**src/rtl/flopenl_ckpt_pkg.sv**
```systemverilog
// Shared types and sizing for the flopenl_ckpt register bank and its checkpoint stack.
// Bank geometry is fixed here so the top and the LIFO agree on widths.
package flopenl_ckpt_pkg;
    localparam int WIDTH = 8;
    localparam int NCH   = 4;
    localparam int DEPTH = 4;

    typedef logic [WIDTH-1:0] word_t;
    typedef word_t [NCH-1:0]  bank_t;

    function automatic int cnt_w(input int depth);
        return $clog2(depth + 1);
    endfunction

    localparam int CW = cnt_w(DEPTH);
    localparam int AW = (DEPTH > 1) ? $clog2(DEPTH) : 1;
endpackage

```
**src/rtl/flopenl_ckpt_lifo.sv**
```systemverilog
// ckpt_lifo: DEPTH-entry LIFO of whole-bank snapshots; top entry is index count-1.
// Latency: push/pop visible after one clk edge; top is a combinational read of storage.
// Backpressure: caller must not push when full or pop when empty (requests are gated upstream).
module ckpt_lifo
    import flopenl_ckpt_pkg::*;
(
    input  logic          clk,
    input  logic          reset_n,
    input  logic          push,
    input  logic          pop,
    input  bank_t         din,
    output bank_t         top,
    output logic [CW-1:0] count,
    output logic          full,
    output logic          empty
);
    bank_t         mem [DEPTH];
    logic [CW-1:0] cnt;
    logic [AW-1:0] wr_idx;
    logic [AW-1:0] rd_idx;

    assign wr_idx = AW'(cnt);
    assign rd_idx = AW'(cnt - CW'(1));

    // Storage carries no reset; it is only observable through a successful pop/peek.
    always_ff @(posedge clk) begin
        if (push) begin
            mem[wr_idx] <= din;
        end
    end

    always_ff @(posedge clk or negedge reset_n) begin
        if (!reset_n) begin
            cnt <= '0;
        end else if (push) begin
            cnt <= cnt + CW'(1);
        end else if (pop) begin
            cnt <= cnt - CW'(1);
        end
    end

    assign top   = mem[rd_idx];
    assign count = cnt;
    assign full  = (cnt == CW'(DEPTH));
    assign empty = (cnt == '0);
endmodule

```
**src/rtl/flopenl_ckpt.sv**
```systemverilog
// flopenl_ckpt: per-channel enable/load register bank with save/restore checkpoint stack.
// Latency: one clk edge for every update. No backpressure; misuse is dropped and flagged on err
// only when FLOPENL_CKPT_ERR_EN is defined (otherwise err is tied low).
module flopenl_ckpt
    import flopenl_ckpt_pkg::*;
(
    input  logic                        clk,
    input  logic                        reset_n,
    input  logic [NCH-1:0]              en,
    input  logic [NCH-1:0]              load,
    input  logic [NCH-1:0][WIDTH-1:0]   d,
    input  logic [NCH-1:0][WIDTH-1:0]   val,
    input  logic                        save,
    input  logic                        restore,
    output logic [NCH-1:0][WIDTH-1:0]   q,
    output logic [CW-1:0]               count,
    output logic                        full,
    output logic                        empty,
    output logic                        err
);
    bank_t q_r;
    bank_t q_nxt;
    bank_t top;
    logic  push;
    logic  pop;
    logic  take_top;

    // Simultaneous save+restore is a peek: top is read but the stack does not move.
    assign push     = save && !restore && !full;
    assign pop      = restore && !save && !empty;
    assign take_top = restore && !empty;

    ckpt_lifo u_lifo (
        .clk     (clk),
        .reset_n (reset_n),
        .push    (push),
        .pop     (pop),
        .din     (q_r),
        .top     (top),
        .count   (count),
        .full    (full),
        .empty   (empty)
    );

    always_comb begin
        q_nxt = q_r;
        if (take_top) begin
            q_nxt = top;
        end else begin
            for (int i = 0; i < NCH; i++) begin
                if (load[i]) begin
                    q_nxt[i] = val[i];
                end else if (en[i]) begin
                    q_nxt[i] = d[i];
                end
            end
        end
    end

    always_ff @(posedge clk or negedge reset_n) begin
        if (!reset_n) begin
            q_r <= '0;
        end else begin
            q_r <= q_nxt;
        end
    end

    assign q = q_r;

`ifdef FLOPENL_CKPT_ERR_EN
    logic misuse;
    assign misuse = (save && restore && empty) ||
                    (save && !restore && full) ||
                    (restore && !save && empty);

    always_ff @(posedge clk or negedge reset_n) begin
        if (!reset_n) begin
            err <= 1'b0;
        end else if (misuse) begin
            err <= 1'b1;
        end
    end
`else
    assign err = 1'b0;
`endif
endmodule
```
**config.mk**
```make
export PLATFORM = sky130hd
export DESIGN_NAME = flopenl_ckpt
export DESIGN_NICKNAME = d
export VERILOG_FILES = /design/src/rtl/flopenl_ckpt_pkg.sv /design/src/rtl/flopenl_ckpt_lifo.sv /design/src/rtl/flopenl_ckpt.sv
export SDC_FILE = /design/constraint.sdc
export NUM_CORES = 1
export LEC_CHECK = 0
export BUFFER_PORTS_ARGS = -buffer_cell sky130_fd_sc_hd__clkbuf_2
export CAP_MARGIN = 20
export CORE_MARGIN = 2
export CORE_UTILIZATION = 56
export DETAILED_ROUTE_END_ITERATION = 16
export GPL_ROUTABILITY_DRIVEN = 1
export HOLD_SLACK_MARGIN = 0.05
export PLACE_DENSITY = 0.88
export RECOVER_POWER = 100
export SYNTH_ARGS = -nofsm -noshare
export SYNTH_HDL_FRONTEND = slang
export SYNTH_SLANG_ARGS = --single-unit
```
**constraint.sdc**
```tcl
create_clock -name clk -period 2.4 [get_ports clk]
set_input_delay 0.12 -clock clk [delete_from_list [all_inputs] [get_ports clk]]
set_output_delay 0.12 -clock clk [all_outputs]
set_load 0.05 [all_outputs]
```
### Word level (Yosys, flattened, before mapping)

Memory sizes are Yosys's and may differ from the RTL's.
Index checks and enable logic that the tools add are counted.
Widths: inputs -> output; s select.

* bits in registers: 35
* memories: 1
* input bits: 76
* logic and storage cells: 37
* output and inout bits: 38
* bits in writable memories: 128

Memory list
* u_lifo.mem: depth 4, width 32, rd ports 1, clocked after memory_dff 0, wr ports 1, line flopenl_ckpt_lifo.sv:17 `bank_t mem [DEPTH];`

* $add $sub $neg: 2
* mux-type cells: 13
* eq/ne operators: 1
* reductions and logical operators: 15

Operators with widths (count)
* $mux 8: 8
* $mux 32: 1
* $reduce_bool 3->1: 4
* $mux 3: 2
* $logic_and 1x1->1: 5
* $logic_not 1->1: 4
* $add 3x1->3 const B: 1
* $eq 3x3->1 const B: 1
* $logic_not 3->1: 1
* $sub 3x1->3 const B: 1
* $mux 1: 2
* $reduce_bool 2->1: 1

### Logic depth before layout (Yosys ltp)

Gate-level depths: netlist (run 1).

* depth after elaboration: 5
* gate-level depth with buffers: 7
* mapped depth without buffers: 6

### Hierarchy

A second synthesis (run 1) with hierarchy kept.

* cells, all modules: 375
* area total of the unflattened synthesis: 6981.7 um2

By module, submodules not included
* ckpt_lifo: sequential area each 3918.8 um2, cells each 195, times used 1, area each 4936.0 um2
* flopenl_ckpt: sequential area each 800.8 um2, cells each 180, times used 1, area each 2045.7 um2

### Worst setup path before layout (run 1)

No wires, ideal clock.

* path kind: register to register
* from: register u_lifo.cnt[0] (netlist: u_lifo.count[0])
* to: memory u_lifo.mem[3][0] in the netlist's numbering, enable pin
* required time: 2.007 ns
* arrival time: 2.126 ns
* library setup time: 0.393 ns
* setup slack: -0.119 ns
* stages on the path, launching flop included: 5
* buffers on the path: 0
* clock period less this slack: 2.519 ns
* cell sequence: dfrtp_1 > inv_1 > ha_1 > nand2_1 > and3_1

* cells in the longest elaborated chain, start to end: 5

Ends and longest elaborated chain
* start: declaration: line flopenl_ckpt_lifo.sv:18 `logic [CW-1:0] cnt;`
* start signal: assignment: line flopenl_ckpt_lifo.sv:36 `cnt <= cnt + CW'(1);`
* start signal: assignment: line flopenl_ckpt_lifo.sv:38 `cnt <= cnt - CW'(1);`
* $eq 3x3->1: line flopenl_ckpt_lifo.sv:44 `assign full = (cnt == CW'(DEPTH));`
* $logic_not 1->1: line flopenl_ckpt.sv:29 `assign push = save && !restore && !full;`
* $logic_and 1x1->1: line flopenl_ckpt.sv:29
* $mux 1: line flopenl_ckpt_lifo.sv:27 `if (push) begin`
* $mux 1 (not written as such): line flopenl_ckpt_lifo.sv:28 `mem[wr_idx] <= din;`
* end: declaration: line flopenl_ckpt_lifo.sv:17

Several ways; a longest one is shown, not always the timed one.

### Final worst setup path (run 1)

* from: register u_lifo.cnt[0] (netlist: u_lifo.count[0])
* to: register q_r (netlist bit q[25])

* cells in the longest elaborated chain, start to end: 4
* elaborated cells between the ends (all ways): 7
* classes of those cells: add/sub: 1; mux: 1; reduce/logical: 4; memory: 1

Ends and longest elaborated chain
* branches (longest 4 deep; another with $mem_v2 4x32)
* end signal: assignment: line flopenl_ckpt.sv:64 `q_r <= q_nxt;`
* end: declaration: line flopenl_ckpt.sv:21 `bank_t q_r;`

Parallel ways; which one is timed is not known.
A chain may end at the register's enable or synchronous reset.

==> results of run 1 <==
cells in the mapped netlist, drive strengths merged:
| master | n |
|---|---|
| edfxtp | 128 |
| mux2i | 64 |
| dfrtp | 35 |
| mux2 | 32 |
| nand2b | 32 |
| o211ai | 32 |
| o221ai | 32 |
| buf | 24 |
| ha | 6 |
| and3 | 4 |
| inv | 4 |
| nand2 | 3 |
| a211oi | 2 |
| clkbuf | 2 |
| nor2b | 2 |
| a21o | 1 |
| a21oi | 1 |
| a22oi | 1 |
| a2bb2oi | 1 |
| and2 | 1 |
| conb | 1 |
| nor2 | 1 |
| nor3b | 1 |
| or2b | 1 |
| xnor2 | 1 |
layer usage:
| layer | vias to the layer above | wire (um) | track usage |
|---|---|---|---|
| li1 | 1884 | - | - |
| met2 | 148 | 7030 | 0.368 |
| met1 | 2013 | 5750 | 0.273 |
| met4 | 0 | 142 | 0.0715 |
| met5 | - | 0 | 0 |
| met3 | 13 | 783 | 0.0397 |
cell type report:
cell class | instances | area, sq um | area share
inverters | 4 | 15.0 | 0.00183
flip-flops and latches | 163 | 4720 | 0.575
clock inverters | 14 | 139 | 0.0169
well taps | 168 | 210 | 0.0256
multi-input cells | 219 | 2000 | 0.243
clock buffers | 18 | 439 | 0.0535
repair buffers | 131 | 688 | 0.0838
per-stage QoR:
stage,worst slack (ns),hold slack [ns],std cells
finish,0.293,0.0587,717
CTS,0.384,0.0507,717
detailed placement,0.407,0.259,678
floorplan,0.0454,-0.176,412
global route,0.165,0.0541,717
global placement,0.455,0.246,678
worst reg2reg max path, cell delays in order (launching register included):
cell and delay [ns]:
dfrtp_1 0.45, inv_1 0.16, ha_1 0.24, ha_1 0.23, or2b_1 0.25, clkbuf_2 0.28
o211ai_1 0.20, o221ai_1 0.15
state kept, by name, summed over array words and instances (netlist names):
register / count
u_lifo.mem: 128
q: 32
u_lifo.count: 3
power groups by stage:
stage	clock network [uW]	logic, uW	registers, uW
after floorplan	0	2300	5460
after global placement	0	4000	4500
after detailed placement	0	4100	4580
after CTS	2650	4130	4540
after global routing	2780	4220	4630
final	2620	3980	4540
logic make-up after synthesis:
group | Yosys count | synth area share
flip-flops | 163 | 0.678
multiplexers | 96 | 0.148
AO/OA/AOI/OAI | 70 | 0.0840
AND/OR/NAND/NOR | 45 | 0.0405
buffers and inverters | 30 | 0.0363
adder cells (fa/ha/maj) | 6 | 0.0108
other | 1 | 0.000539
XOR/XNOR | 1 | 0.00126
path summary, 6_finish.rpt:
check | endpoint | slack, ns | depth (start not counted) | from
hold reg to reg | u_lifo.count[2] | 0.55 | 1 | u_lifo.count[2]
hold / removal | q[6] | 0.06 | 4 | val[6]
setup / recovery | q[25] | 0.29 | 7 | u_lifo.count[0]
setup reg to reg | q[25] | 0.29 | 7 | u_lifo.count[0]
min in group asynchronous | q[9] | 0.72 | 2 | reset_n
max in group asynchronous | q[29] | 0.63 | 2 | reset_n
==> flow_summary.json, run 1 <==
{
  "status": "finished with violations",
  "violations": "max-capacitance violations, max-slew violations",
  "cts.clk_slew.worst_paths_ns": 0.07,
  "hold_violations": 0,
  "ant_nets": 0,
  "p_sw_frac": 0.387,
  "ys_seq_elements": 163,
  "arrival_ns": 2.38,
  "floorplan.initialDensity": 0.577,
  "synth_warnings": 0,
  "dp_hpwl_um": 8340,
  "layout_min_cycle_time_ns": 2.11,
  "overflow": 0,
  "sequentialPowerShare": 0.407,
  "drtIter0Drc": 291,
  "viasPerCell": 5.66,
  "final_common_cell": "edfxtp_1",
  "tightest_slew_ns": 1.80,
  "powerDensity_nw_per_um2": 1360,
  "drtPass1Iterations": 4,
  "drv_slew": 29,
  "slowest_delay_ns": 0.45,
  "switching_power_uw": 4310,
  "p_leak_uw": 0.00316,
  "syn_avg_cell_area_sq_um": 16.9,
  "yosysSeqAreaShare": 0.678,
  "dpl-instance-area_sq_um": 7670,
  "insertion_delay_ns": 0.42,
  "drcViolationCount": 0,
  "clock_power_share": 0.235,
  "synth.distinct_cells": 33,
  "drive_above_1_share": 0.284,
  "criticalPathCategory": "reg -> reg",
  "wirelength_um": 13700,
  "synth_top_cells_by_area": "edfxtp_1 55%, dfrtp_1 13%, mux2i_1 9.2%, o221ai_1 4.0%, mux2_2 3.6%",
  "die-width_um": 115,
  "worstPathCellList": "inv_1, ha_1, ha_1, or2b_1, clkbuf_2, o211ai_1, o221ai_1",
  "grt_pass1_vias": 4053,
  "areaGrowthSynthToFinish_pct": 18.0,
  "io_buffers": 112,
  "crit_path_frequent_cell": "ha_1",
  "cp_max_fo": 16,
  "comb_power_share": 0.357,
  "peakVddDrop_uv": 665,
  "antenna-diode-count": 0,
  "p_int_uw": 6830,
  "ctsResizeCount": 0,
  "grt_use_total": 0.213,
  "cts_buffer_depth": 2,
  "grt_pass1_wl_um": 21100,
  "core_area_sq_um": 12100,
  "cp_num_buf_inv": 2,
  "die_h_um": 115,
  "drv_cap": 1,
  "synth_cells": 412,
  "slew-limit-headroom": -0.201,
  "nets": 618,
  "final_cell_mix": "128 x edfxtp_1, 75 x clkbuf_2, 64 x mux2i_1, 40 x clkbuf_1, 35 x dfrtp_1",
  "numCtsBuffers": 17,
  "period_share": 0.878,
  "synth_nets": 494,
  "final_area_sq_um": 8210,
  "cts-root-buf": "clkbuf_16",
  "cts_hold_buf": 7,
  "max_freq_mhz": 475,
  "grt_max_degree": 34,
  "grt_antenna_before_repair": 0,
  "endpoint_kind": "flip-flop",
  "final_util": 0.680,
  "ios": 114,
  "routedWlPerCell_um": 19.1,
  "start_kind": "flip-flop",
  "hold_path.class": "in -> reg",
  "cp_top_family": "adder cells",
  "crit_required_ns": 2.67,
  "synth_top_cell_by_area": "edfxtp_1",
  "cts.sinks": 163,
  "dieArea_sq_um": 13300,
  "num_vias": 4058,
  "place_congestion": 0.752,
  "synth_area_sq_um": 6960,
  "finalSetupViolations": 0,
  "cts_tree": "yes",
  "finalPower_uw": 11100,
  "nFillCells": 806,
  "rows": 40,
  "cts_setup_buffers": 0,
  "crit_slowest_cell": "dfrtp_1",
  "synthDominantCellAreaShare": 0.553,
  "fin_skew_ns": 0.00761,
  "rsz0062_at_grt": "false",
  "htree_num_levels": 4,
  "tns_ns": 0
}
(Power assumes the default switching activity.)
==> run 2, diff against run 1 <==
--- a/config.mk
+++ b/config.mk
@@ -5,15 +5,18 @@
 export SDC_FILE = /design/constraint.sdc
 export NUM_CORES = 1
 export LEC_CHECK = 0
+export ABC_AREA = 1
 export BUFFER_PORTS_ARGS = -buffer_cell sky130_fd_sc_hd__clkbuf_2
 export CAP_MARGIN = 20
 export CORE_MARGIN = 2
-export CORE_UTILIZATION = 56
+export CORE_UTILIZATION = 59
+export CTS_BUF_LIST = sky130_fd_sc_hd__clkbuf_4 sky130_fd_sc_hd__clkbuf_8
 export DETAILED_ROUTE_END_ITERATION = 16
 export GPL_ROUTABILITY_DRIVEN = 1
 export HOLD_SLACK_MARGIN = 0.05
-export PLACE_DENSITY = 0.88
+export PLACE_DENSITY = 0.91
 export RECOVER_POWER = 100
+export REMOVE_ABC_BUFFERS = 1
 export SYNTH_ARGS = -nofsm -noshare
 export SYNTH_HDL_FRONTEND = slang
 export SYNTH_SLANG_ARGS = --single-unit
==> flow_summary.json, run 2 <==
{
  "largest_register_ffs": 128,
  "slew-limit-headroom": 0.393,
  "ff_latch_area_sq_um": 4720,
  "hold_path.class": "in -> reg",
  "core_area_sq_um": 12200,
  "synth_top_cell_by_area": "edfxtp_1",
  "nets": 1001,
  "multi_input_area_sq_um": 2160,
  "syn_avg_cell_area_sq_um": 9.30,
  "rsz0062_at_grt": "false",
  "rr_startpoint": "u_lifo.count[0]",
  "arrival_ns": 2.35,
  "hold_slack_ns": 0.0535,
  "grt_pass1_vias": 5624,
  "numCtsBuffers": 17,
  "status": "completed",
  "synth_warnings": 0,
  "wirelength_um": 17200,
  "synth.distinct_cells": 18,
  "grt_use_total": 0.267,
  "cp_max_fo": 68,
  "synthDominantCellAreaShare": 0.518,
  "synth_area_sq_um": 7420,
  "dp_hpwl_um": 10900,
  "comb_power_share": 0.413,
  "synth_cells": 798,
  "tightest_slew_ns": 0.910,
  "drv_slew": 0,
  "crit_path_start": "u_lifo.count[0]",
  "routedWlPerCell_um": 15.6,
  "ys_seq_elements": 163,
  "fin_skew_ns": 0.0147,
  "drive_above_1_share": 0.144,
  "cts_setup_buffers": 0,
  "synth_top_cells_by_area": "edfxtp_1 52%, nand2_1 20%, dfrtp_1 12%, nand3_1 4.5%, inv_1 3.6%",
  "insertion_delay_ns": 0.46,
  "clock_power_share": 0.178,
  "drtIter0Drc": 517,
  "p_int_uw": 6050,
  "max_freq_mhz": 449,
  "finalSetupViolations": 0,
  "pre_cts_ws_ns": 0.335,
  "switching_power_uw": 5110,
  "start_kind": "flip-flop",
  "period_share": 0.928,
  "synth.top_cells.by_count": "399 x nand2_1, 128 x edfxtp_1, 71 x inv_1, 67 x nand3_1, 35 x dfrtp_1",
  "ant_nets": 0,
  "drcViolationCount": 0,
  "powerDensity_nw_per_um2": 1310,
  "layout_min_cycle_time_ns": 2.23,
  "sequentialPowerShare": 0.409,
  "floorplan.initialDensity": 0.610,
  "cts.clk_slew.worst_paths_ns": 0.09,
  "synth_ff_type": "edfxtp_1",
  "tns_ns": 0,
  "endpoint_kind": "flip-flop",
  "drv_cap": 0,
  "place_congestion": 0.822,
  "htree_num_levels": 4,
  "yosysSeqAreaShare": 0.636,
  "ios": 114,
  "nFillCells": 889,
  "yosysMostFrequentCell": "nand2_1",
  "areaGrowthSynthToFinish_pct": 14.5,
  "antenna-diode-count": 0,
  "final_common_cell": "nand2_1",
  "postLayoutSetupSlackWorst_ns": 0.172,
  "final_cell_mix": "400 x nand2_1, 128 x edfxtp_1, 78 x clkbuf_2, 73 x inv_1, 67 x nand3_1",
  "peakVddDrop_uv": 722,
  "hold_violations": 0,
  "rows": 40,
  "crit_required_ns": 2.52,
  "p_leak_uw": 0.00393,
  "p_sw_frac": 0.458,
  "io_buffers": 112,
  "die_h_um": 116,
  "cts_buffer_depth": 2,
  "largest-register": "u_lifo.mem",
  "num_vias": 5801,
  "dieArea_sq_um": 13500,
  "hold_start": "d[27]",
  "synthArstFlopShare": 0.215,
  "grt_antenna_before_repair": 0,
  "cts_tree": "yes",
  "cts.sinks": 163,
  "criticalPathCategory": "reg -> reg",
  "die-width_um": 116,
  "cts-root-buf": "clkbuf_8",
  "synth-edff-count": 128,
  "overflow": 0,
  "viasPerCell": 5.27,
  "grt_max_degree": 69,
  "drtPass1Iterations": 7,
  "grt_pass1_wl_um": 26900
}
-- run 2: cells by family (layout without fill, tap and decap cells) --
kind of cell / after synthesis / in the layout / synth area share
xor gates and xnor gates: 1 / 1 / 0.00118
other: 1 / 1 / 0.000505
AOI/OAI and AO/OA: 32 / 32 / 0.0216
buffers and inverters: 114 / 248 / 0.0723
DFF: 163 / 163 / 0.636
adders and majority gates: 6 / 6 / 0.0101
and+or+nand+nor: 481 / 481 / 0.258
-- run 2: repair_timing --
item / in CTS / in global routing
hold buffers: 6 / 1
endpoints found under the hold margin: 67 / 4
gates resized for setup: 0 / 0
-- run 2: power groups by stage --
stage               clock network (uW)  logic (uW)  registers [uW]
floorplan                            0        2120            5570
global placement                     0        4430            4550
detailed placement                   0        4660            4610
CTS                               2000        4700            4550
global route                      2130        5020            4650
finish                            1990        4610            4570
-- run 2: per-layer routing --
layer  track usage  routed length (um)
met5             0                   0
met4        0.0984                 392
met3        0.0560                1470
met1         0.336                6620
met2         0.460                8670
-- run 2: cell type report --
cell class	instances	share of cell area
flip-flops and latches	163	0.555
multi-input cells	521	0.254
repair buffers	134	0.0821
inverters	82	0.0362
clock buffers	21	0.0318
well taps	168	0.0247
clock inverters	11	0.0153
-- run 2: final timing paths --
check | to | slack (ns) | depth (start not counted)
max in group asynchronous | u_lifo.count[0] | 0.60 | 4
min | q[27] | 0.05 | 7
max reg2reg | u_lifo.mem[1][13] | 0.17 | 5
max | u_lifo.mem[1][13] | 0.17 | 5
min reg2reg | u_lifo.mem[1][9] | 0.58 | 0
min in group asynchronous | q[16] | 0.57 | 3
-- run 2: through the flow --
step / cells / cell area, sq um / utilization / total power [uW]
after global placement: 1060 / 8100 / 0.666 / 8980
after detailed placement: 1060 / 8100 / 0.666 / 9270
after floorplan: 766 / 7190 / - / 7690
after CTS: 1098 / 8560 / 0.704 / 11300
after global routing: 1100 / 8500 / 0.699 / 11800
final: 1100 / 8500 / 0.699 / 11200
-- run 2: worst max-delay path, stage by stage (launching register included) --
cell,delay (ns)
dfrtp_2,0.38
clkbuf_4,0.65
ha_1,0.27
inv_1,0.04
nor2_1,0.14
clkbuf_4,0.40
